## src/rtl/fetch_ifid_stage.sv

```systemverilog
// Instruction fetch stage with IF/ID pipeline register.
// Keeps one imem request in flight; handles ID stall and EX redirect.
module fetch_ifid_stage #(
  parameter logic [31:0] RESET_PC  = 32'h0000_0000,
  parameter logic [31:0] NOP_INSTR = 32'h0000_0013
) (
  input  logic        clk,
  input  logic        rst,
  output logic        imem_req,
  output logic [31:0] imem_addr,
  input  logic        imem_gnt,
  input  logic [31:0] imem_rdata,
  input  logic        imem_rvalid,
  input  logic        id_stall,
  input  logic        redirect_valid,
  input  logic [31:0] redirect_pc,
  output logic [31:0] id_instr,
  output logic [31:0] id_pc,
  output logic [31:0] id_pc_plus4,
  output logic        id_valid
);

  localparam logic [1:0] StFetch = 2'd0;
  localparam logic [1:0] StWait  = 2'd1;
  localparam logic [1:0] StHold  = 2'd2;
  localparam logic [1:0] StDrop  = 2'd3;

  logic [1:0]  state_q, state_d;
  logic [31:0] pc_q, pc_d;
  logic [31:0] req_pc_q, req_pc_d;
  logic [31:0] skid_instr_q, skid_instr_d;
  logic [31:0] skid_pc_q, skid_pc_d;
  logic [31:0] id_instr_q, id_instr_d;
  logic [31:0] id_pc_q, id_pc_d;
  logic [31:0] id_pc_plus4_q, id_pc_plus4_d;
  logic        id_valid_q, id_valid_d;

  logic        deliver;
  logic [31:0] deliver_instr;
  logic [31:0] deliver_pc;

  always_comb begin
    state_d       = state_q;
    pc_d          = pc_q;
    req_pc_d      = req_pc_q;
    skid_instr_d  = skid_instr_q;
    skid_pc_d     = skid_pc_q;
    id_instr_d    = id_instr_q;
    id_pc_d       = id_pc_q;
    id_pc_plus4_d = id_pc_plus4_q;
    id_valid_d    = id_valid_q;
    deliver       = 1'b0;
    deliver_instr = '0;
    deliver_pc    = '0;

    if (redirect_valid) begin
      // Flush beats stall; any response still owed becomes stale and is dropped.
      pc_d       = redirect_pc & 32'hFFFF_FFFC;
      id_valid_d = 1'b0;
      id_instr_d = NOP_INSTR;
      case (state_q)
        StFetch: state_d = imem_gnt ? StDrop : StFetch;
        StHold:  state_d = StFetch;
        default: state_d = imem_rvalid ? StFetch : StDrop;
      endcase
    end else begin
      case (state_q)
        StFetch: begin
          if (imem_gnt) begin
            req_pc_d = pc_q;
            pc_d     = pc_q + 32'd4;
            state_d  = StWait;
          end
        end
        StWait: begin
          if (imem_rvalid) begin
            if (id_stall) begin
              skid_instr_d = imem_rdata;
              skid_pc_d    = req_pc_q;
              state_d      = StHold;
            end else begin
              deliver       = 1'b1;
              deliver_instr = imem_rdata;
              deliver_pc    = req_pc_q;
              state_d       = StFetch;
            end
          end
        end
        StHold: begin
          if (!id_stall) begin
            deliver       = 1'b1;
            deliver_instr = skid_instr_q;
            deliver_pc    = skid_pc_q;
            state_d       = StFetch;
          end
        end
        default: begin
          if (imem_rvalid) state_d = StFetch;
        end
      endcase

      if (deliver) begin
        id_valid_d    = 1'b1;
        id_instr_d    = deliver_instr;
        id_pc_d       = deliver_pc;
        id_pc_plus4_d = deliver_pc + 32'd4;
      end else if (!id_stall) begin
        id_valid_d = 1'b0;
        id_instr_d = NOP_INSTR;
      end
    end
  end

  always_ff @(posedge clk) begin
    if (rst) begin
      state_q       <= StFetch;
      pc_q          <= RESET_PC;
      req_pc_q      <= '0;
      skid_instr_q  <= '0;
      skid_pc_q     <= '0;
      id_instr_q    <= NOP_INSTR;
      id_pc_q       <= '0;
      id_pc_plus4_q <= 32'd4;
      id_valid_q    <= 1'b0;
    end else begin
      state_q       <= state_d;
      pc_q          <= pc_d;
      req_pc_q      <= req_pc_d;
      skid_instr_q  <= skid_instr_d;
      skid_pc_q     <= skid_pc_d;
      id_instr_q    <= id_instr_d;
      id_pc_q       <= id_pc_d;
      id_pc_plus4_q <= id_pc_plus4_d;
      id_valid_q    <= id_valid_d;
    end
  end

  assign imem_req    = (state_q == StFetch) && !rst;
  assign imem_addr   = pc_q & 32'hFFFF_FFFC;
  assign id_instr    = id_instr_q;
  assign id_pc       = id_pc_q;
  assign id_pc_plus4 = id_pc_plus4_q;
  assign id_valid    = id_valid_q;

endmodule
```

## config.mk

```make
export PLATFORM = sky130hd
export DESIGN_NAME = fetch_ifid_stage
export DESIGN_NICKNAME = d
export VERILOG_FILES = /design/src/rtl/fetch_ifid_stage.sv
export SDC_FILE = /design/constraint.sdc
export NUM_CORES = 1
export LEC_CHECK = 0
export CAP_MARGIN = 10
export CORE_MARGIN = 4
export CORE_UTILIZATION = 40
export DETAILED_ROUTE_END_ITERATION = 8
export HOLD_SLACK_MARGIN = 0.12
export PLACE_DENSITY_LB_ADDON = 0.2
export SKIP_CTS_REPAIR_TIMING = 1
export SLEW_MARGIN = 20
export SYNTH_ARGS = -nofsm -noshare
export SYNTH_HDL_FRONTEND = slang
export SYNTH_SLANG_ARGS = --single-unit
```

## constraint.sdc

```tcl
create_clock -name clk -period 4.3 [get_ports clk]
set_clock_uncertainty 0.2 [all_clocks]
set_input_delay 1.075 -clock clk [delete_from_list [all_inputs] [get_ports clk]]
set_output_delay 1.075 -clock clk [all_outputs]
set_load 0.005 [all_outputs]
```

==> impl_metrics.json <==
{
  "clk_pin_slew_ps": 60,
  "async_flop_share_pct": 0,
  "clk-insertion-delay-late_ps": 510,
  "slew_headroom_pct": 39.5,
  "critPathMaxFanout": 15,
  "fmax_ghz": 0.286,
  "ant_nets": 0,
  "fin_total_pwr_mw": 4.68,
  "drt_iter0_drc": 677,
  "criticalPathCategory": "in2reg",
  "layout.nets": 1446,
  "port_buffers": 191,
  "clock_path_buffers": 3,
  "synth_cells": 1222,
  "grt_usage_pct": 19.8,
  "wirelength_um": 27500,
  "yosys_warnings": 0,
  "worstPathRequired_ps": 4520,
  "finalSetupViolations": 0,
  "fp-row-count": 56,
  "timing.rr.start": "state_q[1]",
  "cts_sinks": 217,
  "synthToLayoutAreaGrowth_pct": 30.4,
  "drc_errors": 0,
  "n_antenna_cell": 0,
  "slowest_stage": "clkdlybuf4s50_1",
  "place_congestion": 0.848,
  "grt_max_degree": 178,
  "vias": 8881,
  "maxCapViolCount": 0,
  "grt_pass1_vias": 8255,
  "dieHeight_um": 164,
  "cts_root_buffer": "clkbuf_16",
  "critPathLaunchType": "input port",
  "synth_seq_cells": 217,
  "p_leak_nw": 4.29,
  "dpl-instance-area_sq_um": 11800,
  "via_per_inst": 5.20,
  "hold_viol_final": 0,
  "ios": 200,
  "vdd_ir_drop_max_mv": 0.224,
  "cp-endpoint": "id_pc_plus4[19]",
  "fin_crit_sh_pct": 81.2,
  "grt_pass1_wl_um": 44100,
  "final_util_pct": 53.5,
  "hp-class": "reg2reg",
  "layout-drive-gt1-share_pct": 6.48,
  "syn_area_sq_um": 9720,
  "status": "finished, final reports clean",
  "antenna_found_initial": 0,
  "cts_buffers": 24,
  "final_cells": 1707,
  "seq_area_sq_um": 4340,
  "arrival_ps": 3710,
  "path_cells": "clkdlybuf4s50_1 > buf_4 > a32oi_1 > nor4_4 > nand4_1 > nor4_1 > xor2_1 > a211oi_1",
  "slew_violations": 0,
  "min_period_ps": 3490,
  "reg2reg_slack_ps": 870,
  "dieWidth_um": 164,
  "grt_setup_unrepaired": "false",
  "dieArea_sq_um": 26900,
  "tns_ps": 0,
  "multi_input_area_sq_um": 4910,
  "end_kind": "flip-flop",
  "fillers": 2346,
  "reg2reg_depth": 13,
  "first_pass_iters": 5,
  "critPathMaxStageDelay_ps": 580,
  "post_drt_wl_per_cell_um": 16.1,
  "grt-ovfl-total": 0,
  "htree_num_levels": 1,
  "dp_hpwl_um": 18700,
  "yosys.cell_types.count": 51,
  "tightest_slew_ps": 904,
  "fin_area_sq_um": 12700,
  "synth_ff_type": "dfxtp_1",
  "dpl.cell_count": 1663,
  "synth_edf_count": 0,
  "initial_core_util_pct": 41.0,
  "power_density_nw_per_um2": 369,
  "critPathLaunch": "imem_rvalid",
  "syn_avg_cell_area_sq_um": 7.95,
  "ys_seq_area_share_pct": 44.7,
  "reg2reg_to": "id_pc_plus4[16]",
  "core_sq_um": 23700,
  "tritoncts": "yes"
}
## Yosys cell counts, types with 7 or more instances
cell	instances	area, sq um
a211oi_1	11	82.6
nand2_1	287	1080
inv_1	17	63.8
o21a_1	14	105
mux2i_1	10	100
xnor2_1	23	201
clkbuf_1	78	293
nor2b_1	12	75.1
nand3_1	22	110
a22o_1	30	263
and3_1	8	50.1
a32oi_1	27	236
xor2_1	27	236
nand4_1	11	68.8
dfxtp_1	217	4340
nor2_1	114	428
a21oi_1	147	736
o21ai_0	17	85.1
buf_1	7	26.3
nor4_1	11	68.8
nor3_1	23	115
a22oi_1	32	240
buf_4	11	82.6
## registers in the layout, indices dropped and copies added (netlist names)
register      cells
id_instr         32
id_pc            30
id_pc_plus4      30
id_valid          1
pc_q             30
req_pc_q         30
skid_instr_q     32
skid_pc_q        30
state_q           2
## layout by cell type (no fill, tap or decap), types with 5 or more instances in the layout
cell type        instances
clkbuf_8                 5
and2_1                   6
conb_1                   6
nor3_1                  22
o21a_1                  14
clkbuf_16               25
dfxtp_1                217
nor2_1                 113
nor4_4                   6
nor2b_1                 11
xor2_1                  27
a21oi_1                147
o21ai_0                 17
a22o_1                  30
nor4_1                  11
nand3_1                 22
nand2_1                287
a32oi_1                 27
and3_1                   8
inv_1                   17
or3_1                    5
a22oi_1                 32
a211oi_1                11
mux2i_1                 10
ha_1                     5
clkdlybuf4s50_1        188
xnor2_1                 23
clkbuf_1                 7
nand4_1                 11
buf_4                   28
## routing by layer
layer	GRT usage (%)	wire length, um
met5	0	0
met4	3.51	439
met3	3.54	2000
met2	29.6	11900
met1	30.2	13200
## power breakdown
group          total, mW  leakage, nW  internal (mW)  switching (mW)
combinational      0.433         2.12          0.181           0.252
sequential          2.09         1.76           2.05          0.0438
clock               2.16        0.411           1.33           0.824
## cell families (layout without fill, tap and decap cells)
logic type / count (synthesis) / count (layout) / share of synthesized area [%]
mux: 10 / 10 / 1.03
flops: 217 / 217 / 44.7
compound gates: 291 / 291 / 19.0
fa+ha+maj: 6 / 6 / 0.772
simple gates: 528 / 528 / 24.8
buf+inv: 119 / 280 / 5.16
other cells: 1 / 6 / 0.0386
xor+xnor: 50 / 50 / 4.51
## worst max-delay path: cells and delay by family
family          cells  cell delay, ps
xor+xnor            1             110
compound gates      2             440
buf+inv             2             820
simple gates        3            1260
## area by class of cell
type                       count  share of cell area (%)
inverter                      17                   0.503
clock buffer                  37                    5.69
multi-input combinational    891                    38.7
clock inverter                 7                   0.898
timing repair buffer         219                    16.7
tap                          319                    3.15
sequential                   217                    34.3
## through the flow
step	hold WS [ps]	worst slack (ps)
6_report	252	809
5_1_grt	270	609
4_1_cts	253	825
3_5_place_dp	245	293
3_3_place_gp	240	325
2_1_floorplan	236	749
## how the worst min path moves through the flow
stage / depth (start not counted) / end / startpoint
global placement: 2 / id_pc_plus4[26] / id_pc_plus4[26]
detailed placement: 2 / id_pc_plus4[26] / id_pc_plus4[26]
finish: 2 / id_pc_plus4[26] / id_pc_plus4[26]
global route: 2 / skid_pc_q[27] / skid_pc_q[27]
CTS: 2 / id_pc_plus4[26] / id_pc_plus4[26]
floorplan: 2 / skid_pc_q[10] / skid_pc_q[10]
Power figures use the tool's default switching activity.
